<file path="src/rtl/encoder_4x2_rr.sv">
// Four-line request encoder: latches request strobes and returns them one at a
// time as a 2-bit index over a valid/ready handshake, with round-robin or fixed-priority arbitration.
module encoder_4x2_rr #(
    parameter bit RR_EN = 1'b1
) (
    input  logic       clk,
    input  logic       rst_n,
    input  logic       in_0,
    input  logic       in_1,
    input  logic       in_2,
    input  logic       in_3,
    input  logic       sel_ready,
    output logic [1:0] sel,
    output logic       sel_valid,
    output logic       multi_hot,
    output logic [3:0] pending
);

    typedef enum logic {
        IDLE    = 1'b0,
        PRESENT = 1'b1
    } state_t;

    state_t     state, state_next;
    logic [1:0] last_grant, last_grant_next;
    logic [1:0] sel_next;
    logic       sel_valid_next;
    logic       multi_hot_next;
    logic [3:0] req_now;
    logic [3:0] clear_mask;
    logic [3:0] pending_next;
    logic [1:0] winner;
    logic       winner_multi;
    logic       load;

    // Round-robin starts just after the last grant; fixed priority always starts at 0.
    function automatic logic [1:0] pick_winner(input logic [3:0] req, input logic [1:0] last);
        logic [1:0] idx;
        logic       found;
        pick_winner = 2'd0;
        found       = 1'b0;
        for (int k = 1; k <= 4; k++) begin
            idx = RR_EN ? (last + 2'(k)) : 2'(k - 1);
            if (!found && req[idx]) begin
                pick_winner = idx;
                found       = 1'b1;
            end
        end
    endfunction

    function automatic logic more_than_one(input logic [3:0] req);
        more_than_one = (req & (req - 4'd1)) != 4'd0;
    endfunction

    assign req_now      = {in_3, in_2, in_1, in_0};
    assign clear_mask   = (sel_valid && sel_ready) ? (4'b0001 << sel) : 4'b0000;
    // Set wins: a strobe arriving on the acceptance edge re-latches its own bit.
    assign pending_next = (pending & ~clear_mask) | req_now;
    assign winner       = pick_winner(pending_next, last_grant);
    assign winner_multi = more_than_one(pending_next);

    always_comb begin
        state_next      = state;
        sel_next        = sel;
        sel_valid_next  = sel_valid;
        multi_hot_next  = multi_hot;
        last_grant_next = last_grant;
        load            = 1'b0;
        case (state)
            IDLE: begin
                if (pending_next != 4'd0) load = 1'b1;
            end
            PRESENT: begin
                if (sel_ready) begin
                    if (pending_next != 4'd0) begin
                        load = 1'b1;
                    end else begin
                        sel_valid_next = 1'b0;
                        state_next     = IDLE;
                    end
                end
            end
            default: state_next = IDLE;
        endcase
        if (load) begin
            sel_next        = winner;
            sel_valid_next  = 1'b1;
            last_grant_next = winner;
            multi_hot_next  = winner_multi;
            state_next      = PRESENT;
        end
    end

    always_ff @(posedge clk) begin
        if (!rst_n) begin
            state      <= IDLE;
            sel        <= 2'b00;
            sel_valid  <= 1'b0;
            multi_hot  <= 1'b0;
            pending    <= 4'b0000;
            last_grant <= 2'd3;
        end else begin
            state      <= state_next;
            sel        <= sel_next;
            sel_valid  <= sel_valid_next;
            multi_hot  <= multi_hot_next;
            pending    <= pending_next;
            last_grant <= last_grant_next;
        end
    end

endmodule

</file>
<file path="config.mk">
export PLATFORM = sky130hd
export DESIGN_NAME = encoder_4x2_rr
export DESIGN_NICKNAME = d
export VERILOG_FILES = /design/src/rtl/encoder_4x2_rr.sv
export SDC_FILE = /design/constraint.sdc
export NUM_CORES = 1
export LEC_CHECK = 0
export CAP_MARGIN = 20
export CORE_MARGIN = 5
export CORE_UTILIZATION = 47
export CTS_CLUSTER_DIAMETER = 120
export DETAILED_ROUTE_END_ITERATION = 10
export PLACE_DENSITY = 0.8
export SLEW_MARGIN = 20
export SYNTH_ARGS = -nofsm -noshare
export SYNTH_HDL_FRONTEND = slang
export SYNTH_SLANG_ARGS = --single-unit
</file>
<file path="constraint.sdc">
create_clock -name clk -period 1.9 [get_ports clk]
set_clock_uncertainty 0.2 [all_clocks]
set_input_delay 0.19 -clock clk [delete_from_list [all_inputs] [get_ports clk]]
set_output_delay 0.19 -clock clk [all_outputs]
set_load 0.01 [all_outputs]
</file>
==> results_dict.tcl <==
set metrics [dict create \
    slew_headroom_pct 73.0 \
    syn2layout_area_growth_pct 48.0 \
    wl_per_cell_um 15.7 \
    ys_seq_area_share_pct 34.6 \
    synth_area_um2 636 \
    slowest_delay_ns 0.41 \
    ir_worst_vdd_v 0.000499 \
    grt_usage_pct 18.9 \
    syn_nets 77 \
    setup_ws_ns 0.0437 \
    netlist_instances 70 \
    synth.most_common_cell "dfxtp_1" \
    p_leak_nw 0.372 \
    io_pins 15 \
    grt_pass1_vias 641 \
    chipHeight_um 46.8 \
    seq_power_share_pct 43.6 \
    coreArea_mm2 0.00128 \
    port_buffers 14 \
    hold_viol_final 0 \
    nets 108 \
    finalPower_mw 0.659 \
    start_kind "flip-flop" \
    crit_fanout 6 \
    antenna_left 0 \
    ys_top_cells_by_count "dfxtp_1, nand2_1, nor2_1" \
    min_period_ns 1.86 \
    synth-seq-cells 11 \
    drt-total-wl_mm 1.81 \
    maxCapViolCount 0 \
    final_layout_size_suffix_gt1_share_pct 37.0 \
    final-max-slew-violation-count 0 \
    initial_core_util_pct 49.5 \
    first_iter_violations 11 \
    cpMaxStageDelayCell "a311oi_1" \
    gp_congestion 0.858 \
    grt-ovfl-total 0 \
    p_int_mw 0.454 \
    h-tree-depth 1 \
    yosysTopAreaCellShare_pct 34.6 \
    clock-sinks 11 \
    synth-edff-count 0 \
    dpl.hpwl_mm 1.28 \
    p_sw_share_pct 31.1 \
    clock_path_buffers 2 \
    setup-violations-final 0 \
    outcome "completed" \
    holdCritPathClass "flip-flop to flip-flop" \
    setup.worst_path.class "flip-flop to flip-flop" \
    avgSynthCellArea_um2 9.08 \
    cp.required_ns 1.90 \
    synth.distinct_cells 36 \
    die_w_um 46.8 \
    rsz0062_at_grt "yes" \
    synthTopCellsByArea "dfxtp_1, a21oi_2, a21oi_1, nand2_1, nor2_1" \
    path_clk_slew_ns 0.07 \
    die_area_mm2 0.00219 \
    core.rowCount 13 \
    via_per_inst 5.83 \
    arrival_ns 1.86 \
    antenna_found_initial 0 \
    netSwitchingPower_mw 0.205 \
    fmax_mhz 539 \
    grt_pass1_wl_mm 2.83 \
    clk_latency_ns 0.27 \
    worst_slew_pin_slew_ns 0.403 \
    combPwrFrac_pct 31.6 \
    post-route-period-util_pct 97.7 \
    yosys_warnings 0 \
    critPathCaptureType "flip-flop" \
    grt_max_degree 13 \
    num_antenna_cells 0 \
    cts_buffers 3 \
    first_pass_iters 4 \
    drc 0 \
    vias 670 \
    place_ws_ns -0.336 \
    p_clk_share_pct 24.8 \
    ys.flop_type "dfxtp_1" \
    worstPathCellList "nand4bb_1, a21oi_2, nand2_1, a311oi_1, a221oi_2, o22ai_1" \
    ys_async_sr_fraction_pct 0 \
    cts_root_buffer "clkbuf_4" \
    yosysTopAreaCell "dfxtp_1" \
    power_density_mw_per_mm2 700 \
    cts_tree "built" \
]
## cell usage in the layout, fill, tap and decap left out, types with 2 or more instances in the layout
master	Yosys	routed
buf_4	0	15
clkbuf_4	0	3
dfxtp_1	11	8
o22ai_1	2	2
and2b_2	2	2
and2_1	2	2
nand2_1	6	6
dfxtp_2	0	2
o21ai_0	2	2
a21oi_2	4	5
nor2_1	6	6
nand4b_1	2	2
a21oi_1	5	4
clkdlybuf4s50_1	0	13
## flip-flops by register name, summed over array words and instances, names as in the netlist
signal      cells
state           1
sel_valid       1
pending         4
last_grant      2
sel             2
multi_hot       1
## stage by stage
step / TNS (ns) / hold slack [ns] / utilization, % / instance area [µm²] / cells
6_report: 0 / 0.318 / 73.2 / 941 / 115
5_1_grt: -0.0227 / 0.335 / 73.2 / 941 / 115
4_1_cts: 0 / 0.337 / 71.4 / 917 / 114
3_5_place_dp: -1.90 / 0.324 / 67.9 / 872 / 108
3_3_place_gp: -1.64 / 0.299 / 67.9 / 872 / 108
2_1_floorplan: 0 / 0.150 / - / 636 / 70
## final cells by class
type | count | area, µm²
Multi-Input combinational cell | 56 | 418
Tap cell | 15 | 18.8
Timing Repair Buffer | 29 | 251
Clock buffer | 4 | 26.3
Sequential cell | 11 | 226
Fill cell | 99 | 344
## kinds of logic after synthesis
logic type | count (synthesis) | share of synthesized area (%)
compound gates | 28 | 35.6
xor+xnor | 1 | 1.38
buf+inv | 3 | 1.97
flops | 11 | 34.6
mux | 1 | 1.57
simple gates | 26 | 24.8
## power by group through the flow
stage	Sequential, mW	Clock (mW)	Combinational [mW]
final	0.287	0.164	0.208
after global routing	0.292	0.183	0.222
after CTS	0.285	0.168	0.200
after detailed placement	0.290	0	0.194
after global placement	0.289	0	0.190
after floorplan	0.286	0	0.107
## worst paths after layout
path / cells after the start / slack (ns) / end / startpoint
worst min register to register: 2 / 0.32 / sel[1] / sel[1]
worst max-delay path: 6 / 0.04 / sel[1] / sel[0]
worst max register to register: 6 / 0.04 / sel[1] / sel[0]
worst min-delay path: 2 / 0.32 / sel[1] / sel[1]
## worst max-delay path: cells and delay by family, from the launching register on
kind	cells	cell delay, ns
compound gates	4	0.88
flops	1	0.37
simple gates	2	0.35
## routing by layer
metal  part of all wire [%]  global-route usage (%)
met1                     42                    22.4
met2                     50                    30.6
met3                    6.9                    9.58
met4                   0.44                    4.42
met5                      0                       0
## what timing repair did
action                     CTS  global route
hold buffers                 0             0
gates resized for setup      3             6
setup endpoints to repair    4             7
pin swaps                    1             2
buffers inserted             2             1
Note: power is estimated with default switching activity, not from simulation.
